File: config.mk
export PLATFORM = sky130hd
export DESIGN_NAME = pipeline_ctrl
export DESIGN_NICKNAME = d
export VERILOG_FILES = /design/src/rtl/pipeline_ctrl.sv
export SDC_FILE = /design/constraint.sdc
export NUM_CORES = 1
export LEC_CHECK = 0
export ABC_AREA = 0
export BUFFER_PORTS_ARGS = -buffer_cell sky130_fd_sc_hd__buf_2
export CORE_MARGIN = 8
export CORE_UTILIZATION = 50
export CTS_CLUSTER_DIAMETER = 80
export DETAILED_ROUTE_END_ITERATION = 6
export GPL_ROUTABILITY_DRIVEN = 0
export PLACE_DENSITY = 0.79
export SETUP_SLACK_MARGIN = 0.4
export SLEW_MARGIN = 20
export SYNTH_ARGS = -nofsm -noshare
export SYNTH_HDL_FRONTEND = slang
export SYNTH_SLANG_ARGS = --single-unit
File: constraint.sdc
create_clock -name clk -period 3.9 [get_ports clk]
set_input_delay 0.195 -clock clk [delete_from_list [all_inputs] [get_ports clk]]
set_output_delay 0.195 -clock clk [all_outputs]
set_load 0.01 [all_outputs]
File: src/rtl/pipeline_ctrl.sv
// Stall/flush controller for the five-stage pipeline: merges stage stall requests,
// issues exception/ERET flushes (deferred while MEM is stalled), and tracks stall statistics.
module pipeline_ctrl #(
   parameter logic [31:0] EXC_VECTOR = 32'hBFC0_0380,
   parameter int unsigned TIMEOUT    = 1024
) (
   input  logic        clk,
   input  logic        rst,
   input  logic        stallreq_if,
   input  logic        stallreq_id,
   input  logic        stallreq_ex,
   input  logic        stallreq_mem,
   input  logic        exc_valid,
   input  logic        exc_eret,
   input  logic [31:0] cp0_epc,
   output logic [5:0]  stall,
   output logic        flush,
   output logic [31:0] new_pc,
   output logic [31:0] stall_cycles,
   output logic        stall_timeout
);

   localparam int unsigned STALL_W = 6;
   localparam int unsigned PC_W    = 32;
   localparam int unsigned TMO_W   = 16;
   localparam logic [TMO_W-1:0] TMO_LIMIT = TMO_W'(TIMEOUT);

   localparam logic [STALL_W-1:0] STALL_MEM = 6'b011111;
   localparam logic [STALL_W-1:0] STALL_EX  = 6'b001111;
   localparam logic [STALL_W-1:0] STALL_ID  = 6'b000111;
   localparam logic [STALL_W-1:0] STALL_IF  = 6'b000011;

   typedef enum logic {RUN = 1'b0, PEND = 1'b1} state_t;

   state_t             r_state;
   state_t             w_state_nxt;
   logic [PC_W-1:0]    r_pend_pc;
   logic [PC_W-1:0]    w_pend_pc_nxt;
   logic [STALL_W-1:0] w_req_stall;
   logic [PC_W-1:0]    w_target;
   logic [31:0]        r_stall_cycles;
   logic [TMO_W-1:0]   r_tmo_cnt;
   logic [TMO_W-1:0]   w_tmo_inc;
   logic               r_stall_timeout;

   // Highest requesting stage wins.
   always_comb begin
      if (stallreq_mem)     w_req_stall = STALL_MEM;
      else if (stallreq_ex) w_req_stall = STALL_EX;
      else if (stallreq_id) w_req_stall = STALL_ID;
      else if (stallreq_if) w_req_stall = STALL_IF;
      else                  w_req_stall = '0;
   end

   assign w_target = exc_eret ? cp0_epc : EXC_VECTOR;

   always_comb begin
      w_state_nxt   = r_state;
      w_pend_pc_nxt = r_pend_pc;
      stall         = w_req_stall;
      flush         = 1'b0;
      new_pc        = '0;
      if (rst) begin
         stall         = '0;
         w_state_nxt   = RUN;
         w_pend_pc_nxt = '0;
      end else begin
         unique case (r_state)
            RUN: begin
               if (exc_valid) begin
                  if (stallreq_mem) begin
                     w_pend_pc_nxt = w_target;
                     w_state_nxt   = PEND;
                  end else begin
                     flush  = 1'b1;
                     stall  = '0;
                     new_pc = w_target;
                  end
               end
            end
            PEND: begin
               // MEM instruction is frozen, so new exception inputs are ignored here.
               if (stallreq_mem) begin
                  stall = STALL_MEM;
               end else begin
                  flush       = 1'b1;
                  stall       = '0;
                  new_pc      = r_pend_pc;
                  w_state_nxt = RUN;
               end
            end
            default: w_state_nxt = RUN;
         endcase
      end
   end

   assign w_tmo_inc = (r_tmo_cnt == TMO_LIMIT) ? r_tmo_cnt : r_tmo_cnt + TMO_W'(1);

   always_ff @(posedge clk) begin
      if (rst) begin
         r_state         <= RUN;
         r_pend_pc       <= '0;
         r_stall_cycles  <= '0;
         r_tmo_cnt       <= '0;
         r_stall_timeout <= 1'b0;
      end else begin
         r_state   <= w_state_nxt;
         r_pend_pc <= w_pend_pc_nxt;
         if (stall[0] && (r_stall_cycles != 32'hFFFF_FFFF))
            r_stall_cycles <= r_stall_cycles + 32'd1;
         if (stall[0]) begin
            r_tmo_cnt <= w_tmo_inc;
            if (w_tmo_inc == TMO_LIMIT)
               r_stall_timeout <= 1'b1;
         end else begin
            r_tmo_cnt <= '0;
         end
      end
   end

   assign stall_cycles  = r_stall_cycles;
   assign stall_timeout = r_stall_timeout;

endmodule
==> results of run 1 <==
stage by stage:
stage	cells	worst slack [ns]	util
final	765	1.32	0.597
after global routing	765	1.03	0.597
after CTS	765	1.32	0.596
after detailed placement	750	1.31	0.572
after global placement	750	1.38	0.572
after floorplan	578	1.76	-
area by class of cell:
cell class	count	share of cell area
Clock buffer	10	0.0245
Clock inverter	5	0.0154
Inverter	10	0.00721
Multi-Input combinational cell	435	0.498
Sequential cell	82	0.315
Tap cell	108	0.0259
Timing Repair Buffer	115	0.113
power by group:
group	leakage, nW	total (W)	internal [W]	switching, W
Combinational	1.22	0.000166	0.0000599	0.000106
Clock	0.0984	0.000659	0.000356	0.000303
Sequential	0.665	0.000868	0.000855	0.0000129
Total	1.98	0.00169	0.00127	0.000422
sequential cells by signal (all words and copies together) (netlist names):
name / cells
r_pend_pc: 32
r_state: 1
stall_timeout: 1
stall_cycles: 32
r_tmo_cnt: 16
cells in the final DEF, fill, tap and decap left out, drive strengths merged, types with 15 or more instances in the layout:
cell   Yosys  layout
nor3      24      24
nor4      15      15
buf       15     115
a21oi     48      48
or4       20      20
nand3     35      35
o31ai     18      18
dfxtp     82      82
nor2      84      84
nand2     43      43
a32oi     20      20
final timing paths:
path	cells past startpoint	startpoint	endpoint	slack (ns)
setup / recovery	5	rst	stall[1]	1.32
hold / removal	3	cp0_epc[21]	r_pend_pc[21]$_SDFFE_PP0P_	0.12
setup reg to reg	5	stall_cycles[3]$_SDFFE_PP0P_	stall_cycles[25]$_SDFFE_PP0P_	1.55
hold reg to reg	2	r_pend_pc[4]$_SDFFE_PP0P_	r_pend_pc[4]$_SDFFE_PP0P_	0.46
logic make-up after synthesis:
| kind of cell | Yosys count | share of synthesized area |
|---|---|---|
| AND/OR/NAND/NOR | 286 | 0.340 |
| other | 1 | 0.000837 |
| AO/OA/AOI/OAI | 125 | 0.184 |
| XOR/XNOR | 15 | 0.0293 |
| buffers and inverters | 61 | 0.0592 |
| multiplexers | 5 | 0.0126 |
| adder cells (fa/ha/maj) | 3 | 0.00838 |
| flip-flops | 82 | 0.366 |
synth_stat cells, drive strengths merged (5+ instances only):
library cell  count  area, sq um
a32oi            20          175
or4              20          158
nand4            12         81.3
nand3            35          185
o31ai            18          135
or3              11         68.8
o21ai            12         60.1
nand2b           13         81.3
inv              10         37.5
and3              6         37.5
mux2              5         56.3
xnor2            11         96.3
buf              15         91.3
nor4             15          136
a21oi            48          240
nor2             84          318
nor3             24          120
dfxtp            82         1640
nor2b             6         37.5
and4              6         52.6
nand2            43          161
a22oi            12         90.1
clkbuf           36          136
critical path, delay by kind of cell:
family	cells	cell delay [ns]
buffers and inverters	4	1.43
and+or+nand+nor	1	0.72
metal layers:
metal	wire, um	vias to the layer above	GRT usage
met4	130	0	0.0486
met3	633	15	0.0433
li1	-	2266	-
met5	0	-	0
met2	6160	132	0.320
met1	5640	2201	0.251
==> metrics.txt, run 1 <==
outcome finished, final reports clean; leak pwr 1.98 nW; area enclosed by the die boundary 0.0122 sq mm; unrepaired setup endpoints after global routing false; stage delay of the slowest cell on the critical path 0.78 ns; post-DP HPWL 8780 um; count of input and output buffers 110; post-route cell area 0.00521 sq mm; combined global-route utilization of all metal layers 0.195; highest attainable clock frequency 0.388 GHz; routed wire length 12600 um; number of nets produced by synthesis 621; area grow syn2layout 16.2%; fin crit share 0.661; initial antenna violation count 0; horizontal extent of the die 111 um; dominant cell type by count on the critical path sky130_fd_sc_hd__inv_1; Remaining Overflow, GRT 0; count of hold-fix buffers inserted at cts 0; CP cell instances buf_4 > inv_1 > nand2_1 > inv_1 > buf_2; Startpoint Class input pin; Final Hold Vio Count 0; worst ir drop on vdd 0.000212 V; number of design rule violations left after detail routing 0; most used flip-flop cell after synthesis sky130_fd_sc_hd__dfxtp_1; final setup violation count 0; Root Buffer Master sky130_fd_sc_hd__clkbuf_8; via count of the first global-routing pass 4194; FF+latch area 0.00164 sq mm; netlist area before placement 0.00448 sq mm; first-pass GRT wire length 20700 um; Max transition margin 0.288; worst min-delay path category input pin to register; Critical Path Sink Type primary output; CTS tree yes; detailed-routing iteration count for the pre-antenna-repair pass 5; Die Y-Extent 111 um; largest fanout on the critical path 108; worst hold-check slack 0.124 ns; CTS Sinks 82; Seq/Total Area, Yosys 0.366; Clock transition at path regs 0.08 ns; clock buffers created by TritonCTS 9; gate count of the mapped netlist 578; cells resized by post-CTS repair 0; source-to-sink clock delay at the later pin of the worst-skew pair 0.35 ns; number of pins with negative max-slew slack in the final report 0; Sum Neg Setup Slack 0 ns; time the final worst path needs with I/O delays and setup 2.58 ns; standard-cell rows 34; mean instance size in the synthesized netlist 7.75 sq um; fillers 768; Worst Tran Pin Value 1.07 ns; starting DRC count in detailed routing 358; H-tree Lvls 3; pin count of the biggest net entering global routing 109; starting density of the core 0.514; highest-delay cell along the critical path sky130_fd_sc_hd__buf_4; cell area after placement 0.00499 sq mm; Post-synth ARST share 0; unique cell type count in the Yosys netlist 53; number of buffers inserted to repair setup after CTS 0; area used by multi-input combinational logic 0.00259 sq mm; core footprint 0.00872 sq mm; final-stage net count 696; Avg Vias per Cell 6.03; buffer depth of the longest clock path 2; Pwr per Cell Area 325 mW/mm^2; Antenna Violating Nets Remaining 0; sum of internal, switching and leakage power 0.00169 W; max-capacitance violation count 0; Post-synth EDFFs 0; WP data required 3.70 ns; arrival time at the worst endpoint 2.38 ns; count of synthesis-stage warnings from yosys 0; via total after detailed routing 4614; Antenna Diode Count 0; routed wirelength normalized by instance count 16.4 um; number of storage elements in the synthesis netlist 82; share of post-route cells with drive strength above 1 0.222; Clock Skews 0.00970 ns; top-level port count 112; class of the most critical setup path input pin to primary output
(Power assumes the default switching activity.)
==> run 2: changes to the inputs <==
- CORE_UTILIZATION: 50 -> 48
- clock period: 3.9 -> 2.1 ns (I/O delays scaled with it)
==> run 2 against run 1 <==
The flow now finishes with violations (design-rule violations, negative setup slack); clock-buffer cell count is 2 higher; critical path depth increased by 1; combinational power grew to 2.9 times the previous value; global-route usage rose by 3.7 points; routed wire length is 41% higher; via count increased by 19%; hold slack got worse by 0.10 ns; clock power rose by 75%; sequential power up 84%; non-clock buffer count rose by 99; critical path type is now register to register; critical endpoint is now stall_cycles[18]$_SDFFE_PP0P_; largest power group unchanged.
==> metrics.txt, run 2 (synthesized netlist as in run 1, its figures left out) <==
outcome complete, but fails checks; violated checks design-rule violations, negative setup slack; Worst Tran Pin Value 0.717 ns (-0.351 ns); arrival time at the worst endpoint 2.48 ns (+0.10 ns); combined global-route utilization of all metal layers 0.232 (+0.0374); count of placed standard cells including taps 769 (+2.5%); FF+latch area 0.00174 sq mm (+5.9%); CTS tree yes; pre-CTS worst setup slack 0.0868 ns (-1.23 ns); Remaining Overflow, GRT 0 (unchanged); via total after detailed routing 5493 (+19%); global-route met3 utilization 0.0526 (+0.00931); worst ir drop on vdd 0.000364 V (+72%); max-capacitance violation count 0 (unchanged); area used by multi-input combinational logic 0.00317 sq mm (+22%); number of design rule violations left after detail routing 4 (+4); count of input and output buffers 110 (unchanged); fillers 589 (-23%); Critical Path Sink Type register; layer carrying the most global-route usage met2; class of the most critical setup path register to register; unrepaired setup endpoints after global routing true; commonest non-fill, non-tap cell in the layout sky130_fd_sc_hd__buf_2; final setup violation count 4 (+4); top library cells by usage in the layout, fill and taps aside sky130_fd_sc_hd__buf_2, sky130_fd_sc_hd__nor2_1, sky130_fd_sc_hd__buf_4; post-DP HPWL 8870 um (+1.1%); Clock transition at path regs 0.10 ns (+0.02 ns); core footprint 0.00915 sq mm (+4.9%); post-route cell area 0.00692 sq mm (+33%); Die Y-Extent 113 um (+1.8%); highest-delay cell along the critical path sky130_fd_sc_hd__or4_4; standard-cell rows 35 (+2.9%); share of post-route cells with drive strength above 1 0.489 (+0.267); Antenna Violating Nets Remaining 0 (unchanged); buffers plus inverters on the worst setup path 1 (-3); Final Hold Vio Count 0 (unchanged); CP cell instances and4_4 > nand3_4 > or4_4 > buf_2 > or4_1 > a21oi_1; cell area after placement 0.00526 sq mm (+5.4%); Clock Skews 0.0181 ns (+0.00837 ns); Avg Vias per Cell 6.32 (+4.8%); detailed-routing iteration count for the pre-antenna-repair pass 7 (+2); initial antenna violation count 1 (+1); worst min-delay path category input pin to register; PnR worst setup slack -0.120 ns (-1.44 ns); highest attainable clock frequency 0.450 GHz; horizontal extent of the die 113 um (+1.8%); fin crit share 1.06; Sum Neg Setup Slack -0.174 ns (-0.174 ns); worst hold-check slack 0.0190 ns (-0.105 ns); area grow syn2layout 54.5%; pin count of the biggest net entering global routing 71 (-35%); Root Buffer Master sky130_fd_sc_hd__clkbuf_8; Startpoint Class register; kind of cell adding the most delay to the critical path simple AND/OR/NAND/NOR gates; leak pwr 2.85 nW (+44%); number of pins with negative max-slew slack in the final report 0 (unchanged); source-to-sink clock delay at the later pin of the worst-skew pair 0.37 ns (+0.02 ns); starting density of the core 0.490 (-0.0242); starting DRC count in detailed routing 573 (+60%); largest fanout on the critical path 4 (-96%); top-level port count 112 (unchanged); routed wire length 17800 um (+41%); first-pass GRT wire length 24400 um (+18%); routed wirelength normalized by instance count 20.4 um (+24%); Pwr per Cell Area 466 mW/mm^2 (+43%); H-tree Lvls 3 (unchanged); area enclosed by the die boundary 0.0127 sq mm (+3.6%); buffer depth of the longest clock path 2 (unchanged); stage delay of the slowest cell on the critical path 0.52 ns (-0.26 ns); Max transition margin 0.522 (+0.234); via count of the first global-routing pass 5101 (+22%); met1 track demand over resource in global routing 0.248 (-0.00322); fraction of met2 tracks used by global routing 0.405 (+0.0855); final-stage net count 795 (+14%); CTS Sinks 82 (unchanged); time the final worst path needs with I/O delays and setup 2.22 ns; count of hold-fix buffers inserted at cts 0 (unchanged); clock buffers created by TritonCTS 9 (unchanged); WP data required 2.36 ns (-1.34 ns); Layout Cells excl Fill 869 (+14%)
[run 2: cell types whose count changed in the layout (fill, tap and decap cells not counted), sizes merged, moves of 2 or more]
| cell | delta |
|---|---|
| clkinvlp | -2 |
| bufinv | -2 |
| buf | +95 |
| clkinv | +2 |
| clkbuf | +6 |
[run 2: repair_timing]
item                                    CTS  global route
setup buffers                            50            21
gates resized for setup                  79            92
pin swaps                                59            36
endpoints found under the setup margin   67            73
gates cloned                              8             4
[run 2: area by class of cell]
type,count,area share
antenna,1,0.000362
clock buffer,12,0.0226
clock inverter,4,0.00362
inverter,10,0.00578
multi-input combinational,435,0.459
sequential,82,0.251
tap,111,0.0201
timing repair buffer,214,0.238
[run 2: path summary, 6_finish.rpt]
path / cells past startpoint / endpoint / from / slack, ns
setup / recovery: 6 / stall_cycles[18]$_SDFFE_PP0P_ / stall_cycles[11]$_SDFFE_PP0P_ / -0.12
hold / removal: 3 / r_pend_pc[2]$_SDFFE_PP0P_ / cp0_epc[2] / 0.02
setup reg to reg: 6 / stall_cycles[18]$_SDFFE_PP0P_ / stall_cycles[11]$_SDFFE_PP0P_ / -0.12
hold reg to reg: 2 / r_pend_pc[2]$_SDFFE_PP0P_ / r_pend_pc[2]$_SDFFE_PP0P_ / 0.46
[run 2: tightest hold or removal path, stage by stage]
cell and delay (ns):
sky130_fd_sc_hd__buf_2 0.11, sky130_fd_sc_hd__nand3_1 0.07, sky130_fd_sc_hd__a21oi_1 0.05
[run 2: stage by stage]
stage / total power [W] / utilization
after floorplan: 0.00184 / -
after global placement: 0.00195 / 0.575
after detailed placement: 0.00196 / 0.575
after CTS: 0.00313 / 0.687
after global routing: 0.00331 / 0.756
final: 0.00323 / 0.756
[run 2: where the power goes]
group | switching (W) | total, W | internal [W]
sequential | 0.0000304 | 0.00160 | 0.00157
clock | 0.000648 | 0.00115 | 0.000504
combinational | 0.000267 | 0.000479 | 0.000212
total | 0.000945 | 0.00323 | 0.00228
[run 2: layer usage]
| layer | share of wire | vias to the layer above | routed length [um] |
|---|---|---|---|
| met4 | 0.052 | 0 | 923 |
| met3 | 0.077 | 98 | 1370 |
| met2 | 0.50 | 341 | 8830 |
| li1 | - | 2467 | - |
| met1 | 0.37 | 2587 | 6640 |
| met5 | 0 | - | 0 |
